### src/rtl/sema_pkg.sv
// ---------------------------------------------------------------------------
// sema_pkg
// Shared constants and helpers for the sema_mbox mailbox.
//   SEMA_WIDTH_DEF / SEMA_DEPTH_DEF : default entry width / entries per channel
//   DROP_W / DROP_SAT               : dropped-write counter width and ceiling
//   level_w()                       : bits needed to hold an occupancy 0..DEPTH
// ---------------------------------------------------------------------------
package sema_pkg;

  localparam int SEMA_WIDTH_DEF = 8;
  localparam int SEMA_DEPTH_DEF = 4;

  localparam int                DROP_W   = 8;
  localparam logic [DROP_W-1:0] DROP_SAT = '1;

  // The level must represent DEPTH itself, so it needs one value more than the
  // pointer range.
  function automatic int level_w(input int depth);
    return $clog2(depth + 1);
  endfunction

endpackage

### src/rtl/sema_chan.sv
// ---------------------------------------------------------------------------
// sema_chan
// One direction of the mailbox: a circular FIFO with write pointer, read
// pointer and level counter. Head data is read combinationally from storage.
// Optional feature: SEMA_DROP_CNT_EN adds a saturating refused-push counter.
//
// Ports
//   clk_s, rst_s : clock, asynchronous active-high reset
//   i_write      : push request (level sensitive, one push per cycle)
//   i_data       : push data
//   i_ready      : reader accepts the head entry
//   o_empty      : level == 0
//   o_full       : level == DEPTH
//   o_level      : occupancy
//   o_data       : head entry (don't-care while o_valid = 0)
//   o_valid      : head entry valid
//   o_drop       : refused-push count, saturating (SEMA_DROP_CNT_EN only)
// ---------------------------------------------------------------------------
module sema_chan
  import sema_pkg::*;
#(
  parameter  int WIDTH = SEMA_WIDTH_DEF,
  parameter  int DEPTH = SEMA_DEPTH_DEF,
  localparam int LVL_W = level_w(DEPTH),
  localparam int PTR_W = $clog2(DEPTH)
) (
  input  logic             clk_s,
  input  logic             rst_s,
  input  logic             i_write,
  input  logic [WIDTH-1:0] i_data,
  input  logic             i_ready,
  output logic             o_empty,
  output logic             o_full,
  output logic [LVL_W-1:0] o_level,
  output logic [WIDTH-1:0] o_data,
  output logic             o_valid
`ifdef SEMA_DROP_CNT_EN
  ,
  output logic [DROP_W-1:0] o_drop
`endif
);

  localparam logic [LVL_W-1:0] LVL_FULL = LVL_W'(DEPTH);

  logic [WIDTH-1:0] r_mem [DEPTH];
  logic [PTR_W-1:0] r_wptr;
  logic [PTR_W-1:0] r_rptr;
  logic [LVL_W-1:0] r_level;

  logic w_pop;
  logic w_push;

  // Pop depends only on registered level, so a push into an empty FIFO cannot
  // be popped in the same cycle. A full FIFO still accepts a push when it pops.
  assign w_pop  = (r_level != '0) && i_ready;
  assign w_push = i_write && ((r_level != LVL_FULL) || w_pop);

  // NOTE: storage has no reset; reset only clears pointers and level, which
  // makes every stored entry unreachable, and lets the array map to plain RAM.
  always_ff @(posedge clk_s) begin
    if (w_push) r_mem[r_wptr] <= i_data;
  end

  // NOTE: sequential state uses non-blocking assignments so every register
  // samples pre-edge values regardless of statement order.
  // DEPTH is a power of two, so pointers wrap from DEPTH-1 to 0 by overflow.
  always_ff @(posedge clk_s or posedge rst_s) begin
    if (rst_s) begin
      r_wptr  <= '0;
      r_rptr  <= '0;
      r_level <= '0;
    end else begin
      if (w_push) r_wptr <= r_wptr + PTR_W'(1);
      if (w_pop)  r_rptr <= r_rptr + PTR_W'(1);
      case ({w_push, w_pop})
        2'b10:   r_level <= r_level + LVL_W'(1);
        2'b01:   r_level <= r_level - LVL_W'(1);
        default: r_level <= r_level;
      endcase
    end
  end

`ifdef SEMA_DROP_CNT_EN
  logic              w_refused;
  logic [DROP_W-1:0] r_drop;

  assign w_refused = i_write && !w_push;

  always_ff @(posedge clk_s or posedge rst_s) begin
    if (rst_s) begin
      r_drop <= '0;
    end else if (w_refused && (r_drop != DROP_SAT)) begin
      r_drop <= r_drop + DROP_W'(1);
    end
  end

  assign o_drop = r_drop;
`endif

  // Status comes from registered state only: no path from i_write or i_ready.
  assign o_empty = (r_level == '0);
  assign o_full  = (r_level == LVL_FULL);
  assign o_level = r_level;
  assign o_valid = (r_level != '0);
  assign o_data  = r_mem[r_rptr];

endmodule

### src/rtl/sema_mbox.sv
// ---------------------------------------------------------------------------
// sema_mbox
// Two-way mailbox: channel AB carries side A pushes to side B, channel BA
// carries side B pushes to side A. The channels share no state.
// Optional feature: SEMA_DROP_CNT_EN adds sema_drop_i_s_A / sema_drop_i_s_B.
//
// Ports (X = pushing side, Y = other side)
//   clk_s, rst_s          : clock, asynchronous active-high reset
//   sema_write_o_s_X      : side X push request
//   sema_data_o_s_X       : side X push data
//   sema_is_empty_i_s_X   : channel XY empty
//   sema_full_i_s_X       : channel XY full
//   sema_level_i_s_X      : channel XY occupancy
//   sema_data_i_s_Y       : channel XY head entry delivered to side Y
//   sema_valid_i_s_Y      : channel XY head valid
//   sema_ready_o_s_Y      : side Y accepts the channel XY head
//   sema_drop_i_s_X       : channel XY refused-push count (SEMA_DROP_CNT_EN)
// ---------------------------------------------------------------------------
module sema_mbox
  import sema_pkg::*;
#(
  parameter  int WIDTH = SEMA_WIDTH_DEF,
  parameter  int DEPTH = SEMA_DEPTH_DEF,
  localparam int LVL_W = level_w(DEPTH)
) (
  input  logic             clk_s,
  input  logic             rst_s,
  // channel AB
  input  logic             sema_write_o_s_A,
  input  logic [WIDTH-1:0] sema_data_o_s_A,
  output logic             sema_is_empty_i_s_A,
  output logic             sema_full_i_s_A,
  output logic [LVL_W-1:0] sema_level_i_s_A,
  output logic [WIDTH-1:0] sema_data_i_s_B,
  output logic             sema_valid_i_s_B,
  input  logic             sema_ready_o_s_B,
  // channel BA
  input  logic             sema_write_o_s_B,
  input  logic [WIDTH-1:0] sema_data_o_s_B,
  output logic             sema_is_empty_i_s_B,
  output logic             sema_full_i_s_B,
  output logic [LVL_W-1:0] sema_level_i_s_B,
  output logic [WIDTH-1:0] sema_data_i_s_A,
  output logic             sema_valid_i_s_A,
  input  logic             sema_ready_o_s_A
`ifdef SEMA_DROP_CNT_EN
  ,
  output logic [DROP_W-1:0] sema_drop_i_s_A,
  output logic [DROP_W-1:0] sema_drop_i_s_B
`endif
);

  sema_chan #(.WIDTH(WIDTH), .DEPTH(DEPTH)) u_chan_ab (
    .clk_s   (clk_s),
    .rst_s   (rst_s),
    .i_write (sema_write_o_s_A),
    .i_data  (sema_data_o_s_A),
    .i_ready (sema_ready_o_s_B),
    .o_empty (sema_is_empty_i_s_A),
    .o_full  (sema_full_i_s_A),
    .o_level (sema_level_i_s_A),
    .o_data  (sema_data_i_s_B),
    .o_valid (sema_valid_i_s_B)
`ifdef SEMA_DROP_CNT_EN
    ,
    .o_drop  (sema_drop_i_s_A)
`endif
  );

  sema_chan #(.WIDTH(WIDTH), .DEPTH(DEPTH)) u_chan_ba (
    .clk_s   (clk_s),
    .rst_s   (rst_s),
    .i_write (sema_write_o_s_B),
    .i_data  (sema_data_o_s_B),
    .i_ready (sema_ready_o_s_A),
    .o_empty (sema_is_empty_i_s_B),
    .o_full  (sema_full_i_s_B),
    .o_level (sema_level_i_s_B),
    .o_data  (sema_data_i_s_A),
    .o_valid (sema_valid_i_s_A)
`ifdef SEMA_DROP_CNT_EN
    ,
    .o_drop  (sema_drop_i_s_B)
`endif
  );

endmodule
### config.mk
export PLATFORM = sky130hd
export DESIGN_NAME = sema_mbox
export DESIGN_NICKNAME = d
export VERILOG_FILES = /design/src/rtl/sema_pkg.sv /design/src/rtl/sema_chan.sv /design/src/rtl/sema_mbox.sv
export SDC_FILE = /design/constraint.sdc
export NUM_CORES = 1
export LEC_CHECK = 0
export CAP_MARGIN = 10
export CORE_UTILIZATION = 45
export CTS_CLUSTER_SIZE = 16
export DETAILED_ROUTE_END_ITERATION = 16
export PLACE_DENSITY = 0.75
export SKIP_CTS_REPAIR_TIMING = 1
export SLEW_MARGIN = 10
export SYNTH_ARGS = -nofsm -noshare
export SYNTH_HDL_FRONTEND = slang
export SYNTH_HIERARCHICAL = 1
export SYNTH_SLANG_ARGS = --single-unit
export TNS_END_PERCENT = 100
### constraint.sdc
create_clock -name clk_s -period 2.15 [get_ports clk_s]
set_input_delay 0.3225 -clock clk_s [delete_from_list [all_inputs] [get_ports clk_s]]
set_output_delay 0.3225 -clock clk_s [all_outputs]
set_load 0.02 [all_outputs]
==> results.ini, run 1 <==
[power]
p_per_area_mw_per_mm2 = 1340
seqPwrFrac_pct = 40.3
internal-power_w = 0.00374
clkPwrFrac_pct = 16.6
ir_worst_vdd_v = 0.000644
share_comb_of_total_power_pct = 43.1
swShare_pct = 33.7
net-switching-power_w = 0.00190
power.leakage_nw = 1.74

[outcome]
outcome = completed

[critical_path]
worstPathRequired_ps = 2410
critPathCaptureType = flip-flop
critPathBufInv = 2
r2r_setup_slack_ps = 130
path_max_fanout = 2
critPathArrivalTime_ps = 2280
crit_family = simple AND/OR/NAND/NOR gates
slowest_stage = dfrtp_2
crit_chain = or3b_4 > o21a_4 > inv_2 > ha_4 > inv_2 > fa_2 > xor2_1 > nor2_1 > xor2_1
start_kind = flip-flop
critPathKind = flip-flop to flip-flop
rr_endpoint = u_chan_ba/o_level[2]$_DFFE_PP0P_
r2r_start = u_chan_ba/o_level[0]$_DFFE_PP0P_
critical_path.max_stage_delay_ps = 400
reg2reg_depth = 9

[timing]
min_period_ps = 2020
final-setup-viol-count = 0
slew_viol_final = 0
worst_pin_slew_ps = 445
relSlewSlack_pct = 70.4
finalClockSkew_ps = 10.0
setup_tns_ps = 0
rsz0062_at_grt = false
fmax_mhz = 495
timing.final.crit_share_pct = 93.9
fin_ws_ps = 131
finalHoldViolations = 0

[floorplan]
fp-row-count = 30
start_util_pct = 47.4
die_h_um = 87.3
io_pins = 50
dieArea_sq_mm = 0.00762
die_x_um = 87.3
core_sq_mm = 0.00691

[synth]
ys_types = 32
synth_cells = 179
synth_nets = 212
synth-seq-cells = 78
synth_area_sq_mm = 0.00327
syn_area_per_cell_sq_um = 18.3
synth_seq_area_share_pct = 69.4
synth_warnings = 6

[hold_path]
min_path_type = input port to async pin

[final_layout]
mostFrequentLayoutCell = edfxtp_1
final_cells = 345
antennaDiodeCount = 0
utilization_pct = 60.9
nets = 277
layout_common_cells = edfxtp_1 (64), clkdlybuf4s50_1 (27), dlymetal6s2s_1 (22), mux4_2 (16), inv_1 (15)
drive_gt1_share_pct = 27.3
areaGrowthSynthToFinish_pct = 28.4

[detailed_routing]
antenna_left = 0
drt_pass1_iterations = 4
routed_wl_um = 5310
avgRoutedWirePerCell_um = 15.4
avgViaCountPerCell = 4.96
drc = 0
num_vias = 1712
drtIter0Drc = 44

[clocking]
cts_buffer_depth = 2
cts_sinks = 78
clkSlewWorstSetupHoldPaths_ps = 80
tritoncts = built
cts_inserted_buffers = 9
clock_latency_ps = 340
clockRootBuffer = clkbuf_8
cts-htree-levels = 3

[placement]
io_buffers = 49
dp_cells = 328
place_congestion = 0.696
dp_hpwl_um = 3650
post-place-ws_ps = 48.5

[global_route]
grt_usage_pct = 15.7
grt_pass1_wl_um = 8470
grt_pass1_vias = 1774
grt_remaining_overflow = 0
antenna_found_initial = 0
grt_max_degree = 14

[run]
drv_cap = 0

-- synth_stat cells --
master | instances | share of area, %
dfrtp_1 | 14 | 11
and2_2 | 8 | 1.8
or3_2 | 3 | 0.69
xnor2_1 | 7 | 1.9
buf_2 | 3 | 0.46
ha_1 | 9 | 3.4
nor2_1 | 5 | 0.57
o211ai_1 | 1 | 0.23
fa_1 | 2 | 1.2
xor2_1 | 4 | 1.1
mux4_2 | 16 | 11
mux2i_1 | 1 | 0.31
nand2_1 | 3 | 0.34
buf_1 | 2 | 0.23
or3b_1 | 2 | 0.54
nand3_1 | 2 | 0.31
nand3b_1 | 1 | 0.23
or2_2 | 1 | 0.19
a21oi_1 | 1 | 0.15
o31ai_1 | 1 | 0.23
o41ai_1 | 1 | 0.27
o21a_4 | 2 | 0.92
nand2b_1 | 1 | 0.19
mux2_4 | 2 | 0.92
a21boi_0 | 1 | 0.23
o21ai_0 | 1 | 0.15
and3_1 | 1 | 0.19
o31a_2 | 1 | 0.31
inv_1 | 17 | 1.9
edfxtp_1 | 64 | 59
o21bai_1 | 1 | 0.23
buf_6 | 1 | 0.34
-- registers in the layout, summed over array words and instances, names as in the netlist --
name	flops
u_chan_ba/r_wptr	2
u_chan_ba/r_mem	32
u_chan_ab/o_level	3
u_chan_ba/o_level	3
u_chan_ba/r_rptr	2
u_chan_ab/r_rptr	2
u_chan_ab/r_wptr	2
u_chan_ab/r_mem	32
-- routing by layer --
| layer | GRT usage, % | part of all wire, % | vias to the layer above |
|---|---|---|---|
| met5 | 0 | 0 | - |
| met4 | 8.49 | 2.4 | 0 |
| met3 | 3.98 | 3.8 | 10 |
| met2 | 25.3 | 49 | 42 |
| met1 | 19.6 | 45 | 865 |
| li1 | - | - | 795 |
-- power groups by stage --
stage          clock (W)  combinational (W)  sequential, W
2_1_floorplan          0            0.00149        0.00228
3_3_place_gp           0            0.00249        0.00229
3_5_place_dp           0            0.00251        0.00231
4_1_cts         0.000956            0.00253        0.00228
5_1_grt          0.00102            0.00264        0.00232
6_report        0.000934            0.00243        0.00227
-- cell type report --
class / instances / area, sq um
fillers: 556 / 2700
clock buffers: 10 / 128
flip-flops and latches: 78 / 2280
clock inverters: 6 / 38.8
inverters: 17 / 63.8
multi-input cells: 78 / 922
well taps: 96 / 120
repair buffers: 60 / 653
-- cells by family (layout without fill, tap and decap cells) --
family | Yosys count | count (layout) | share of synthesized area (%)
adder cells (fa/ha/maj) | 11 | 11 | 4.66
flip-flops | 78 | 78 | 69.4
AO/OA/AOI/OAI | 10 | 10 | 2.71
buffers and inverters | 23 | 93 | 2.98
multiplexers | 19 | 19 | 12.2
XOR/XNOR | 11 | 11 | 2.94
AND/OR/NAND/NOR | 27 | 27 | 5.08
-- stage by stage --
step,hold WS [ps],instance area [sq um],power [W]
floorplan,126,3300,0.00377
global placement,558,3970,0.00478
detailed placement,562,3970,0.00483
CTS,242,4140,0.00576
global route,265,4200,0.00598
finish,238,4200,0.00563
-- how the worst max path moves through the flow --
| stage | startpoint | end | slack (ps) | depth (start not counted) |
|---|---|---|---|---|
| 2_1_floorplan | u_chan_ba/o_level[1]$_DFFE_PP0P_ | u_chan_ba/o_level[2]$_DFFE_PP0P_ | 20 | 9 |
| 3_3_place_gp | u_chan_ba/o_level[1]$_DFFE_PP0P_ | u_chan_ba/o_level[2]$_DFFE_PP0P_ | 100 | 9 |
| 3_5_place_dp | sema_ready_o_s_A | u_chan_ba/o_level[2]$_DFFE_PP0P_ | 50 | 8 |
| 4_1_cts | u_chan_ba/o_level[0]$_DFFE_PP0P_ | sema_is_empty_i_s_B | -230 | 4 |
| 5_1_grt | u_chan_ba/o_level[0]$_DFFE_PP0P_ | u_chan_ba/o_level[2]$_DFFE_PP0P_ | 20 | 9 |
| 6_report | u_chan_ba/o_level[0]$_DFFE_PP0P_ | u_chan_ba/o_level[2]$_DFFE_PP0P_ | 130 | 9 |
(Power assumes the default switching activity.)
==> inputs of run 2 (changes only) <==
--- a/config.mk
+++ b/config.mk
@@ -7,7 +7,7 @@
 export LEC_CHECK = 0
 export CAP_MARGIN = 10
 export CORE_UTILIZATION = 45
-export CTS_CLUSTER_SIZE = 16
+export CTS_CLUSTER_SIZE = 14
 export DETAILED_ROUTE_END_ITERATION = 16
 export PLACE_DENSITY = 0.75
 export SKIP_CTS_REPAIR_TIMING = 1
==> results of run 2 <==
Final layout, timing and power as in run 1 (identical DEF).
==> inputs of run 3 (changes only) <==
==> constraint.sdc (replaced) <==
create_clock -name clk_s -period 1.79 [get_ports clk_s]
set_input_delay 0.2685 -clock clk_s [delete_from_list [all_inputs] [get_ports clk_s]]
set_output_delay 0.2685 -clock clk_s [all_outputs]
set_load 0.02 [all_outputs]
==> results.ini, run 3 (synthesis results as in run 1) <==
[critical_path]
path_max_fanout = 2  ; unchanged
worstSetupEndpoint = u_chan_ba/o_level[2]$_DFFE_PP0P_
critPathKind = flip-flop to flip-flop
slowest_stage = dfrtp_2
reg2reg_depth = 9  ; unchanged
setup.worst_path.start = u_chan_ba/o_level[0]$_DFFE_PP0P_
start_kind = flip-flop
r2r_setup_slack_ps = -240  ; -370 ps
critical_path.max_stage_delay_ps = 400  ; about the same
critPathCaptureType = flip-flop
crit_top_cell = xor2_1
worstPathRequired_ps = 2050  ; -360 ps
critPathArrivalTime_ps = 2290  ; about the same
rr_endpoint = u_chan_ba/o_level[2]$_DFFE_PP0P_
crit_chain = or3b_4 > o21a_4 > inv_4 > ha_4 > inv_2 > fa_2 > xor2_1 > nor2_1 > xor2_1
r2r_start = u_chan_ba/o_level[0]$_DFFE_PP0P_

[detailed_routing]
routed_wl_um = 5460  ; +2.8%
drtIter0Drc = 76  ; +73%
drc = 0  ; unchanged
antenna_left = 0  ; unchanged
drt_pass1_iterations = 4  ; unchanged
num_vias = 1746  ; +2.0%
avgViaCountPerCell = 4.86  ; -2.0%
avgRoutedWirePerCell_um = 15.2  ; -1.2%

[power]
ir_worst_vdd_v = 0.000800  ; +24%
power.leakage_nw = 1.67  ; -3.8%
power_w = 0.00725  ; +29%
p_per_area_mw_per_mm2 = 1680  ; +25%

[timing]
timing.final.crit_share_pct = 113  ; +19 points
fin_ws_ps = -236  ; -367 ps
min_period_ps = 2030  ; +7.04 ps
fmax_mhz = 493  ; -0.35%
slew_viol_final = 0  ; unchanged
hold_slack_ps = 208  ; -30.8 ps
relSlewSlack_pct = 73.1  ; +2.8 points
finalClockSkew_ps = 6.28  ; -3.76 ps
rsz0062_at_grt = true
final-setup-viol-count = 17  ; +17
finalHoldViolations = 0  ; unchanged
worst_pin_slew_ps = 403  ; -41.8 ps
setup_tns_ps = -840  ; -840 ps

[final_layout]
reg.largest.list = u_chan_ab/r_mem (32), u_chan_ba/r_mem (32)
nets = 291  ; +5.1%
antennaDiodeCount = 0  ; unchanged
final_cells = 359  ; +4.1%
areaGrowthSynthToFinish_pct = 32.0
layout_common_cells = edfxtp_1 (64), clkdlybuf4s50_1 (27), buf_4 (22), buf_6 (19), mux4_2 (16)
mostFrequentLayoutCell = edfxtp_1
drive_gt1_share_pct = 41.4  ; +14 points

[placement]
place_congestion = 0.800  ; +15%
io_buffers = 49  ; unchanged
dp_cells = 337  ; +2.7%
dp_hpwl_um = 3790  ; +3.9%

[floorplan]
start_util_pct = 47.4  ; unchanged
die_h_um = 87.3  ; unchanged
dieArea_sq_mm = 0.00762  ; unchanged
fp-row-count = 30  ; unchanged
io_pins = 50  ; unchanged
die_x_um = 87.3  ; unchanged
core_sq_mm = 0.00691  ; unchanged

[clocking]
cts_inserted_buffers = 9  ; unchanged
tritoncts = built
cts_sinks = 78  ; unchanged
cts_buffer_depth = 2  ; unchanged
cts-htree-levels = 3  ; unchanged
clock_latency_ps = 340  ; about the same
clockRootBuffer = clkbuf_8
clkSlewWorstSetupHoldPaths_ps = 70  ; about the same

[global_route]
grt_pass1_wl_um = 8560  ; +1.1%
grt_pass1_vias = 1799  ; +1.4%
grt_max_degree = 14  ; unchanged
antenna_found_initial = 0  ; unchanged
grt_remaining_overflow = 0  ; unchanged
grt_usage_pct = 15.7  ; about the same

[outcome]
violations = negative setup slack
outcome = complete, but fails checks

[hold_path]
min_path_type = input port to async pin

[run]
drv_cap = 0  ; unchanged

==> run 3: cell types whose count changed in the layout (fill, tap and decap cells not counted), moves of 2 or more <==
cell            previous run  this run
inv_1                     15        13
or3_4                      0         3
dlymetal6s2s_1            22         3
dfrtp_1                   10         8
or3_2                      3         0
and2_4                     0         4
and2_2                     8         4
dfrtp_2                    4         6
buf_4                      9        22
buf_6                      0        19
==> run 3: routing by layer <==
metal	wire (um)	global-route usage, %	up-vias
met4	40	7.00	0
met3	236	4.55	4
met1	2370	19.2	872
met5	0	0	-
met2	2810	26.1	42
li1	-	-	828
==> run 3: report_power, final <==
part	total (W)	switching (W)	internal (W)
Combinational	0.00343	0.00157	0.00186
Clock	0.00111	0.000607	0.000499
Sequential	0.00271	0.000249	0.00246
==> run 3: how the worst min path moves through the flow <==
stage                                                 from                          endpoint  cells past startpoint
after floorplan                                      rst_s   u_chan_ab/r_rptr[0]$_DFFE_PP0N_                      1
after global placement    u_chan_ba/o_level[2]$_DFFE_PP0P_  u_chan_ba/o_level[2]$_DFFE_PP0P_                      2
after detailed placement  u_chan_ba/o_level[2]$_DFFE_PP0P_  u_chan_ba/o_level[2]$_DFFE_PP0P_                      2
after CTS                                            rst_s   u_chan_ba/r_rptr[1]$_DFFE_PP0P_                      2
after global routing                                 rst_s   u_chan_ba/r_rptr[0]$_DFFE_PP0P_                      2
final                                                rst_s   u_chan_ba/r_wptr[1]$_DFFE_PP0P_                      2
==> run 3: worst max-delay path: cells and delay by family, from the launching register on <==
family	cells	cell delay, ps
and+or+nand+nor	2	510
adders and majority gates	2	450
DFF	1	400
xor gates and xnor gates	2	280
AOI/OAI and AO/OA	1	220
buffers and inverters	2	90
==> run 3: area by class of cell <==
| class | instances | area, sq um |
|---|---|---|
| clock buffers | 10 | 128 |
| well taps | 96 | 120 |
| repair buffers | 74 | 732 |
| clock inverters | 6 | 37.5 |
| fillers | 513 | 2580 |
| inverters | 17 | 66.3 |
| multi-input cells | 78 | 960 |
| flip-flops and latches | 78 | 2280 |
==> run 3: metrics by stage <==
step	worst slack (ps)	area (sq um)	util, %
global route	-350	4320	62.6
global placement	-251	4060	58.8
CTS	-541	4230	61.2
floorplan	-344	3320	-
finish	-236	4320	62.6
detailed placement	-284	4060	58.8
==> variant 1, RTL diff (config.mk and constraints of run 2) <==
The package constant `SEMA_WIDTH_DEF` goes from 8 to 9.
--- a/src/rtl/sema_pkg.sv
+++ b/src/rtl/sema_pkg.sv
@@ -7,7 +7,7 @@
 // ---------------------------------------------------------------------------
 package sema_pkg;
 
-  localparam int SEMA_WIDTH_DEF = 8;
+  localparam int SEMA_WIDTH_DEF = 9;
   localparam int SEMA_DEPTH_DEF = 4;
 
   localparam int                DROP_W   = 8;
Ports: changed (resized sema_data_i_s_A, sema_data_i_s_B, sema_data_o_s_A and sema_data_o_s_B); port bits go from 50 to 54. No check against the original RTL was run, so the function may have changed too.
==> variant 1 against run 2 <==
  * Clock skew shrank 0.00061 ns
  * Maximum frequency is 1.2% higher
  * Synthesized cell count increased by 14%
  * Combinational power rose by 9.5%
  * Critical endpoint is now sema_data_i_s_A[1]
  * Area after synthesis is 11% higher
  * Sequential cell count rose by 8
  * Non-clock buffer count is 4 higher
  * Critical path type is now reg2out
  * Wire length rose by 13%
  * Largest cell class unchanged
  * Setup slack gained 0.025 ns
  * Design area rose by 10%
  * Power up 11%
==> variant 1: results (changes against run 2) <==
Initial drt markers: 63 (+43%)
Vias/cell: 5.06 (+1.9%)
Met3 GRT Util: 0.0406 (+0.000820)
Largest net degree at the start of global routing: 17 (+3)
Async S/R FF share, synth: 0.163 (-0.0167)
Cell Int Power: 4.15 mW (+11%)
FF/Latch Area: 2510 µm² (+10%)
Adder-cell share of the synthesized area: 0.0385 (-0.00810)
Synth Area in Compound Gates: 0.0351 (+0.00795)
Number of flops mapped to enable cells by yosys: 72 (+13%)
Max incr delay on CP: 0.51 ns (+0.11 ns)
WL met2: 3060 µm (+17%)
Met2 usage: 0.261 (+0.00773)
All-layer global routing usage: 0.157 (-0.000633)
Final WL: 5990 µm (+13%)
Largest cells by area after synthesis: edfxtp_1 59%, mux4_2 11%, dfrtp_1 9.6%
Cells on worst reg2reg path: 7 (-2)
Syn avg cell area: 17.8 µm² (-2.5%)
NonClk Buf Share: 0.151 (-0.00443)
# clock sinks: 86 (+10%)
Share of cells above drive strength 1: 0.236 (-0.0376)
Worst path slowest cell: mux4_2
Cell variety after synth: 30 (-6.3%)
Multiplexer share of the synthesized area: 0.120 (-0.00261)
PortBufs: 53 (+8.2%)
Maximum VDD drop: 0.640 mV (-0.57%)
Placed Instance Area: 4350 µm² (+9.6%)
Dpl hpwl: 4080 µm (+12%)
Status: complete, no violations
Post-place setup slack: 0.0594 ns (+0.0108 ns)
Multi-input comb cells: 94 (+21%)
Post-Syn Nets: 238 (+12%)
Signal inverters: 16 (-1)
==> variant 1: cell types whose count changed in the layout (fill, tap and decap cells not counted), moves of 2 or more <==
cell             change
dfrtp_2              -2
nor2_1               +3
xor2_1               -2
clkdlybuf4s50_1      +2
inv_2                -2
dfrtp_1              +2
nand3_1              +2
edfxtp_1             +8
dlymetal6s2s_1       +2
clkinv_2             -3
mux4_2               +2
inv_6                +2
==> variant 1: how the worst max path moves through the flow <==
stage / from / to / slack [ns] / cells past startpoint
6_report: u_chan_ba/r_rptr[0]$_DFFE_PP0N_ / sema_data_i_s_A[1] / 0.16 / 3
5_1_grt: u_chan_ab/o_level[0]$_DFFE_PP0P_ / u_chan_ab/o_level[2]$_DFFE_PP0P_ / 0.01 / 7
4_1_cts: u_chan_ba/o_level[0]$_DFFE_PP0P_ / sema_is_empty_i_s_B / -0.24 / 3
2_1_floorplan: u_chan_ab/o_level[0]$_DFFE_PP0P_ / u_chan_ab/o_level[2]$_DFFE_PP0P_ / 0.04 / 7
3_3_place_gp: sema_ready_o_s_B / u_chan_ab/o_level[2]$_DFFE_PP0P_ / 0.10 / 7
3_5_place_dp: sema_ready_o_s_B / u_chan_ab/o_level[1]$_DFFE_PP0P_ / 0.06 / 7
==> variant 1: power by group through the flow <==
stage | combinational, mW | sequential (mW) | clock (mW)
global placement | 2.70 | 2.49 | 0
finish | 2.66 | 2.47 | 1.13
detailed placement | 2.76 | 2.51 | 0
global route | 2.88 | 2.52 | 1.24
CTS | 2.77 | 2.47 | 1.17
floorplan | 1.61 | 2.50 | 0
==> variant 1: logic make-up (layout without fill, tap and decap cells) <==
logic type	count (synthesis)	after routing
and+or+nand+nor	38	38
muxes	20	20
xor gates and xnor gates	10	10
buffers and inverters	24	96
AOI/OAI and AO/OA	16	16
DFF	86	86
adders and majority gates	10	10
==> variant 2, RTL diff (config.mk and constraints of run 2) <==
Without the edit above. Put a register stage on the output `sema_level_i_s_B`, without a reset. The value now appears one clock later. The other outputs are not delayed to match.
--- a/src/rtl/sema_mbox.sv
+++ b/src/rtl/sema_mbox.sv
@@ -50,6 +50,8 @@
 `endif
 );
 
+  logic [LVL_W-1:0] sema_level_i_s_B_d;
+
   sema_chan #(.WIDTH(WIDTH), .DEPTH(DEPTH)) u_chan_ab (
     .clk_s   (clk_s),
     .rst_s   (rst_s),
@@ -75,7 +77,7 @@
     .i_ready (sema_ready_o_s_A),
     .o_empty (sema_is_empty_i_s_B),
     .o_full  (sema_full_i_s_B),
-    .o_level (sema_level_i_s_B),
+    .o_level (sema_level_i_s_B_d),
     .o_data  (sema_data_i_s_A),
     .o_valid (sema_valid_i_s_A)
 `ifdef SEMA_DROP_CNT_EN
@@ -84,4 +86,8 @@
 `endif
   );
 
+  always_ff @(posedge clk_s) begin
+      sema_level_i_s_B <= sema_level_i_s_B_d;
+  end
+
 endmodule
Formal check against the unedited RTL: not equivalent (a bounded check fails within 4 cycles, from zero or initial values and one cycle with rst_s high).
==> variant 2 against run 2 <==
  * Wire length is 0.15% lower
  * Largest power group unchanged
  * Non-clock buffer count up 3
  * Count of clock-buffer cells in the layout stayed put
  * Highest routed layer unchanged
  * Setup slack lost 0.015 ns
  * Critical endpoint unchanged
  * Design area increased by 2.4%
  * Sequential cell count increased by 3
  * Power rose by 4.1%
  * Area after synthesis is 1.8% higher
==> variant 2: results (changes against run 2) <==
Top Metal Used: met4
Cell variety after synth: 33 (+3.1%)
Initial drt markers: 63 (+43%)
Largest net degree at the start of global routing: 14 (unchanged)
Sequential share of cell area: 0.542 (about the same)
NonClk Buf Share: 0.157 (+0.00157)
Met3 GRT Util: 0.0320 (-0.00777)
Clk_lat worst skew: 0.34 ns (about the same)
Post-synthesis sequential area ratio: 0.699 (+0.00551)
Vias/cell: 4.85 (-2.2%)
Layout Skew: 0.00613 ns (-0.00391 ns)
Nonclk buf count: 63 (+5.0%)
All-layer global routing usage: 0.153 (-0.00464)
Final instance count without filler cells: 354 (+2.6%)
First drt pass iteration count: 6 (+2)
First-pass GRT wire length: 8370 µm (-1.2%)
Syn avg cell area: 18.3 µm² (+0.16%)
WL met2: 2830 µm (+8.6%)
Fill cells: 562 (+1.1%)
Status: complete, no violations
Relative slew slack: 0.723 (+0.0199)
WL met3: 113 µm (-44%)
Clk cell area share: 0.0433 (+0.00372)
Placed instance count: 337 (+2.7%)
WL per Instance: 15.0 µm (-2.7%)
Lkg Pwr: 1.79 nW (+2.9%)
Met2 usage: 0.247 (-0.00619)
Metal-1 WL: 2270 µm (-4.3%)
Clock buf count: 10 (unchanged)
Dpl hpwl: 3770 µm (+3.3%)
H-tree level count: 3 (unchanged)
Signal inverters: 17 (unchanged)
Routability Congestion: 0.743 (+6.7%)
Post-Syn Nets: 215 (+1.4%)
Vias in the first global route: 1653 (-6.8%)
Post-place setup slack: 0.0196 ns (-0.0290 ns)
Layout Nets: 283 (+2.2%)
Final sequential cell count: 81 (+3.8%)
Worst path slowest cell: or3b_4
Sw Share: 0.326 (-0.0111)
Max_cap viols: 0 (unchanged)
Cells on worst reg2reg path: 9 (unchanged)
Syn Inst Count: 182 (+1.7%)
Share of cells above drive strength 1: 0.259 (-0.0143)
Placed Instance Area: 4040 µm² (+1.6%)
Largest cells by area after synthesis: edfxtp_1 58%, mux4_2 11%, dfrtp_1 11%
Maximum VDD drop: 0.581 mV (-9.8%)
==> variant 2: worst paths after layout <==
kind                                                  startpoint                          endpoint  slack, ns
worst max-delay path            u_chan_ba/o_level[1]$_DFFE_PP0P_  u_chan_ba/o_level[2]$_DFFE_PP0P_       0.12
worst min-delay path                                       rst_s  u_chan_ba/o_level[2]$_DFFE_PP0P_       0.26
worst max register to register  u_chan_ba/o_level[1]$_DFFE_PP0P_  u_chan_ba/o_level[2]$_DFFE_PP0P_       0.12
worst min register to register  u_chan_ba/o_level[1]$_DFFE_PP0P_       sema_level_i_s_B[1]$_DFF_P_       0.51
max in group asynchronous                                  rst_s   u_chan_ab/r_wptr[1]$_DFFE_PP0P_       1.69
min in group clk_s              u_chan_ba/o_level[1]$_DFFE_PP0P_       sema_level_i_s_B[1]$_DFF_P_       0.51
==> variant 2: kinds of logic after synthesis <==
group | after synthesis | share of synthesized area
xor+xnor | 11 | 0.0289
mux | 19 | 0.120
flops | 81 | 0.699
simple gates | 27 | 0.0499
fa+ha+maj | 11 | 0.0458
compound gates | 10 | 0.0266
buf+inv | 23 | 0.0293
==> variant 2: stage by stage <==
step | util | total power, mW
6_report | 0.597 | 5.87
5_1_grt | 0.597 | 6.23
4_1_cts | 0.586 | 5.97
3_5_place_dp | 0.560 | 4.93
3_3_place_gp | 0.560 | 4.87
2_1_floorplan | - | 3.83
==> variant 2: power by group through the flow <==
stage / Sequential, mW / Combinational, mW / Clock, mW
after floorplan: 2.37 / 1.46 / 0
after CTS: 2.36 / 2.53 / 1.07
after global placement: 2.38 / 2.49 / 0
final: 2.36 / 2.47 / 1.04
after detailed placement: 2.40 / 2.53 / 0
after global routing: 2.41 / 2.68 / 1.13
